File: src/rtl/logo_scroll_ctrl.sv
// rtl/logo_scroll_ctrl.sv - per-frame reveal/bounce sequencer for the VGA logo letter painters
module logo_scroll_ctrl #(
  parameter int MAX_DELT      = 200,
  parameter int STEP          = 2,
  parameter int FRAME_DIV     = 1,
  parameter int PAUSE_FRAMES  = 60,
  parameter int N_LETTERS     = 4,
  parameter int REVEAL_FRAMES = 30
) (
  input  logic                 clk,
  input  logic                 rst,
  input  logic                 enable,
  input  logic                 frame_start,
  input  logic                 restart,
  output logic [10:0]          delt,
  output logic [N_LETTERS-1:0] letter_en,
  output logic                 dir,
  output logic [2:0]           state
);

  localparam logic [2:0] S_REVEAL   = 3'd0;
  localparam logic [2:0] S_SCROLL_R = 3'd1;
  localparam logic [2:0] S_PAUSE_R  = 3'd2;
  localparam logic [2:0] S_SCROLL_L = 3'd3;
  localparam logic [2:0] S_PAUSE_L  = 3'd4;

  localparam logic [15:0] REV_LAST   = 16'(REVEAL_FRAMES - 1);
  localparam logic [15:0] DIV_LAST   = 16'(FRAME_DIV - 1);
  localparam logic [15:0] PAUSE_LAST = 16'(PAUSE_FRAMES - 1);
  localparam logic [11:0] MAX12      = 12'(MAX_DELT);
  localparam logic [11:0] STEP12     = 12'(STEP);
  localparam logic [10:0] MAX11      = 11'(MAX_DELT);
  localparam logic [10:0] STEP11     = 11'(STEP);

  logic [2:0]           state_d;
  logic                 frame_start_q;
  logic                 tick;
  logic [10:0]          delt_d;
  logic [N_LETTERS-1:0] letter_d;
  logic                 dir_d;
  logic [15:0]          rev_cnt, rev_d;
  logic [15:0]          div_cnt, div_d;
  logic [15:0]          pause_cnt, pause_d;

  logic [11:0]          sum12;
  logic [10:0]          delt_up;
  logic [10:0]          delt_dn;
  logic [N_LETTERS:0]   shift_wide;
  logic [N_LETTERS-1:0] letter_shift;
  logic                 rev_last;
  logic                 div_last;
  logic                 pause_last;
  logic                 clear;

  // One tick per rising edge of frame_start, however long it is held.
  assign tick         = frame_start & ~frame_start_q;
  assign rev_last     = (rev_cnt == REV_LAST);
  assign div_last     = (div_cnt == DIV_LAST);
  assign pause_last   = (pause_cnt == PAUSE_LAST);
  assign sum12        = {1'b0, delt} + STEP12;
  assign delt_up      = (sum12 >= MAX12) ? MAX11 : sum12[10:0];
  assign delt_dn      = (delt >= STEP11) ? (delt - STEP11) : 11'd0;
  assign shift_wide   = {letter_en, 1'b1};
  assign letter_shift = shift_wide[N_LETTERS-1:0];
  assign clear        = restart | (state > S_PAUSE_L);

  always_ff @(posedge clk or negedge rst) begin
    if (!rst) begin
      state         <= S_REVEAL;
      frame_start_q <= 1'b0;
      delt          <= 11'd0;
      letter_en     <= '0;
      dir           <= 1'b0;
      rev_cnt       <= 16'd0;
      div_cnt       <= 16'd0;
      pause_cnt     <= 16'd0;
    end else begin
      state         <= state_d;
      frame_start_q <= frame_start;
      delt          <= delt_d;
      letter_en     <= letter_d;
      dir           <= dir_d;
      rev_cnt       <= rev_d;
      div_cnt       <= div_d;
      pause_cnt     <= pause_d;
    end
  end

  always_comb begin
    state_d = state;
    if (enable) begin
      if (clear) begin
        state_d = S_REVEAL;
      end else if (tick) begin
        case (state)
          S_REVEAL:   if (rev_last && letter_shift[N_LETTERS-1]) state_d = S_SCROLL_R;
          S_SCROLL_R: if (div_last && delt_up == MAX11) state_d = S_PAUSE_R;
          S_PAUSE_R:  if (pause_last) state_d = S_SCROLL_L;
          S_SCROLL_L: if (div_last && delt_dn == 11'd0) state_d = S_PAUSE_L;
          S_PAUSE_L:  if (pause_last) state_d = S_SCROLL_R;
          default:    state_d = S_REVEAL;
        endcase
      end
    end
  end

  always_comb begin
    delt_d   = delt;
    letter_d = letter_en;
    dir_d    = dir;
    rev_d    = rev_cnt;
    div_d    = div_cnt;
    pause_d  = pause_cnt;
    if (enable) begin
      if (clear) begin
        delt_d   = 11'd0;
        letter_d = '0;
        dir_d    = 1'b0;
        rev_d    = 16'd0;
        div_d    = 16'd0;
        pause_d  = 16'd0;
      end else if (tick) begin
        case (state)
          S_REVEAL: begin
            rev_d = rev_cnt + 16'd1;
            if (rev_last) begin
              rev_d    = 16'd0;
              letter_d = letter_shift;
              if (letter_shift[N_LETTERS-1]) div_d = 16'd0;
            end
          end
          S_SCROLL_R: begin
            if (div_last) begin
              div_d  = 16'd0;
              delt_d = delt_up;
              if (delt_up == MAX11) pause_d = 16'd0;
            end else begin
              div_d = div_cnt + 16'd1;
            end
          end
          S_PAUSE_R: begin
            pause_d = pause_cnt + 16'd1;
            if (pause_last) begin
              dir_d = 1'b1;
              div_d = 16'd0;
            end
          end
          S_SCROLL_L: begin
            if (div_last) begin
              div_d  = 16'd0;
              delt_d = delt_dn;
              if (delt_dn == 11'd0) pause_d = 16'd0;
            end else begin
              div_d = div_cnt + 16'd1;
            end
          end
          S_PAUSE_L: begin
            pause_d = pause_cnt + 16'd1;
            if (pause_last) begin
              dir_d = 1'b0;
              div_d = 16'd0;
            end
          end
          default: begin
          end
        endcase
      end
    end
  end

endmodule

File: config.mk
export PLATFORM = sky130hd
export DESIGN_NAME = logo_scroll_ctrl
export DESIGN_NICKNAME = d
export VERILOG_FILES = /design/src/rtl/logo_scroll_ctrl.sv
export SDC_FILE = /design/constraint.sdc
export NUM_CORES = 1
export LEC_CHECK = 0
export ABC_AREA = 1
export BUFFER_PORTS_ARGS = -buffer_cell sky130_fd_sc_hd__buf_2
export CORE_ASPECT_RATIO = 1.4
export CORE_MARGIN = 10
export CORE_UTILIZATION = 50
export DETAILED_ROUTE_END_ITERATION = 8
export PLACE_DENSITY = 0.67
export SYNTH_ARGS = -nofsm -noshare
export SYNTH_HDL_FRONTEND = slang
export SYNTH_SLANG_ARGS = --single-unit
File: constraint.sdc
create_clock -name clk -period 2.8 [get_ports clk]
set_input_delay 0.56 -clock clk [delete_from_list [all_inputs] [get_ports clk]]
set_output_delay 0.56 -clock clk [all_outputs]
set_load 0.05 [all_outputs]
==> results_dict.tcl <==
set metrics [dict create \
    cts_root_buf "clkbuf_16" \
    hold_violations 0 \
    max_stage_delay_ps 450 \
    core_region_area_sq_mm 0.009029 \
    clk_pin_slew_worst_paths_ps 60 \
    end_kind "register" \
    finalNonFillerCells 790 \
    grt_pass1_vias 4338 \
    cp_cell_sequence "inv_1, ha_1, nand2_2, nor2_4, nand3_4, nand2_1, nand3_1, nor2_1, nand2_1, nand2_2, nand3_4, nand2_1, nand2_1" \
    cts_buffer_depth 2 \
    relSlewSlack_pct 59.73 \
    h-tree-depth 3 \
    numCtsBuffers 9 \
    n_antenna_cell 0 \
    rsz0062_at_grt "no" \
    antenna_found_initial 1 \
    syn_to_final_growth_pct 10.79 \
    setup_tns_ps 0 \
    ys_seq_elements 68 \
    multi_input_area_sq_mm 0.002512 \
    regArea_sq_mm 0.001702 \
    cts_post_setup_buffers_inserted 0 \
    initialDrtViolationCount 283 \
    synthDistinctLibCells 39 \
    min_path_type "primary input to async pin" \
    status "completed" \
    finalMaxSlewViolations 0 \
    num_vias 4506 \
    cts_sinks 68 \
    critPathLaunchType "register" \
    path_delay_family "simple AND/OR/NAND/NOR gates" \
    cts-resized-gates 0 \
    postSynth.asyncResetShare_pct 100.0 \
    ioPinCount 24 \
    final_nets 691 \
    syn_inst 651 \
    fin_crit_sh_pct 85.53 \
    cap_violations 0 \
    fill_cells 834 \
    die_y_um 133.9 \
    min_period_ps 2395 \
    grt-ovfl-total 0 \
    drive_above_1_share_pct 12.88 \
    leakagePower_nw 2.377 \
    grt_pass1_wl_um 19670 \
    fp.dieW_um 101.4 \
    path_max_fanout 16 \
    grt_max_degree 36 \
    syn-num-nets 664 \
    antenna_left 0 \
    placed_cells 774 \
    setup_viol 0 \
    vias_per_cell 5.704 \
    remaining_drc_errors 0 \
    tightest_slew_ps 596.5 \
    grt_use_total_pct 17.24 \
    p_per_area_mw_per_mm2 756.1 \
    drt_wl_total_um 11500 \
    cts_hold_buf 0 \
    start_util_pct 51.36 \
    max_freq_mhz 417.5 \
    dieArea_sq_mm 0.01358 \
    clock_latency_ps 340 \
    drt_first_pass_iters 7 \
    cts_tree "yes" \
    rows 41 \
    required_ps 3020 \
    synth.cell_area_sq_mm 0.004637 \
    gp_congestion 0.9528 \
    io_buffers 23 \
    syn_area_per_cell_sq_um 7.123 \
    synth-edff-count 0 \
    cp.arrival_ps 2620 \
    synthFlopType "dfrtp_1" \
    synth_warnings 0 \
    ys_seq_area_share_pct 36.70 \
    critPathMostFrequentCell "nand2_1" \
    critPathKind "register to register" \
    crit_slowest_cell "dfrtp_1" \
    cp.buffers_inverters 1 \
    vdd_drop_max_mv 0.4968 \
    avgRoutedWirePerCell_um 14.55 \
    skew_ps 7.169 \
    dp_hpwl_um 8514 \
]
flip-flops by register name, indices dropped and copies added (netlist names):
| register | flops |
|---|---|
| rev_cnt | 16 |
| delt | 11 |
| dir | 1 |
| state | 3 |
| div_cnt | 16 |
| pause_cnt | 16 |
| frame_start_q | 1 |
| letter_en | 4 |
stage by stage:
| step | hold WS, ps | worst slack [ps] | total power, mW | utilization [%] | cell area, sq um |
|---|---|---|---|---|---|
| after floorplan | 264.4 | 531.5 | 2.401 | - | 4637 |
| after global placement | 459.8 | 492.8 | 2.695 | 53.55 | 4835 |
| after detailed placement | 459.3 | 423.8 | 2.713 | 53.55 | 4835 |
| after CTS | 284.8 | 414.6 | 3.885 | 56.90 | 5137 |
| after global routing | 308.3 | 124.5 | 4.111 | 56.90 | 5137 |
| final | 255.6 | 405.1 | 3.884 | 56.90 | 5137 |
synthesized netlist by cell type (6+ instances only):
cell type | n | area (sq um)
a21oi_1 | 27 | 135.1
dfrtp_1 | 68 | 1702
ha_1 | 8 | 100.1
inv_1 | 73 | 274.0
inv_2 | 12 | 45.04
nand2_1 | 151 | 566.8
nand2_2 | 8 | 50.05
nand3_1 | 53 | 265.3
nand4_1 | 40 | 250.2
nor2_1 | 66 | 247.7
nor2_2 | 8 | 50.05
nor3_1 | 28 | 140.1
nor4_1 | 7 | 43.79
o21ai_0 | 31 | 155.2
o21ai_1 | 6 | 30.03
xor2_1 | 14 | 122.6
cells in the final DEF (no fill, tap or decap), types with 9 or more instances in the layout:
| cell | n |
|---|---|
| nand4_1 | 40 |
| nand3_1 | 53 |
| nor2_1 | 66 |
| xor2_1 | 14 |
| nand2_1 | 151 |
| inv_2 | 12 |
| nor3_1 | 28 |
| buf_2 | 23 |
| clkbuf_16 | 9 |
| a21oi_1 | 27 |
| dfrtp_1 | 68 |
| o21ai_0 | 31 |
| inv_1 | 73 |
metal layers:
metal  wire (um)  track usage [%]
met4         235            6.444
met1        5022            20.54
met2        5751            29.49
met5           0                0
met3         488            3.342
cell families after synthesis:
group | synth area share (%)
and+or+nand+nor | 38.15
buffers and inverters | 9.120
AOI/OAI and AO/OA | 10.66
DFF | 36.70
xor gates and xnor gates | 3.211
adders and majority gates | 2.159
power by group:
part | switching (mW) | leakage [nW] | internal, mW
Sequential | 0.131 | 0.938 | 1.07
Clock | 0.434 | 0.155 | 0.731
Combinational | 1.08 | 1.28 | 0.440
path summary, 6_finish.rpt:
path / startpoint / endpoint / slack [ps] / cells past startpoint
worst max-delay path: delt[1] / pause_cnt[1] / 410 / 13
worst min-delay path: rst / delt[8] / 260 / 2
worst max register to register: delt[1] / pause_cnt[1] / 410 / 13
worst min register to register: pause_cnt[3] / pause_cnt[3] / 480 / 2
max in group asynchronous: rst / frame_start_q / 2190 / 2
min in group clk: frame_start / frame_start_q / 350 / 1
area by class of cell:
class | instances | share of cell area (%)
Multi-Input combinational cell | 484 | 48.90
Sequential cell | 68 | 33.12
Inverter | 85 | 6.210
Clock buffer | 11 | 4.920
Timing Repair Buffer | 30 | 3.264
Tap cell | 107 | 2.606
Clock inverter | 5 | 0.9742
worst register-to-register path, cell delays in order (launching register included):
cell and delay (ps):
dfrtp_1 450, inv_1 160, ha_1 260, nand2_2 110
nor2_4 150, nand3_4 140, nand2_1 130, nand3_1 80
nor2_1 90, nand2_1 80, nand2_2 210, nand3_4 230
nand2_1 130, nand2_1 50
(Power assumes the default switching activity.)
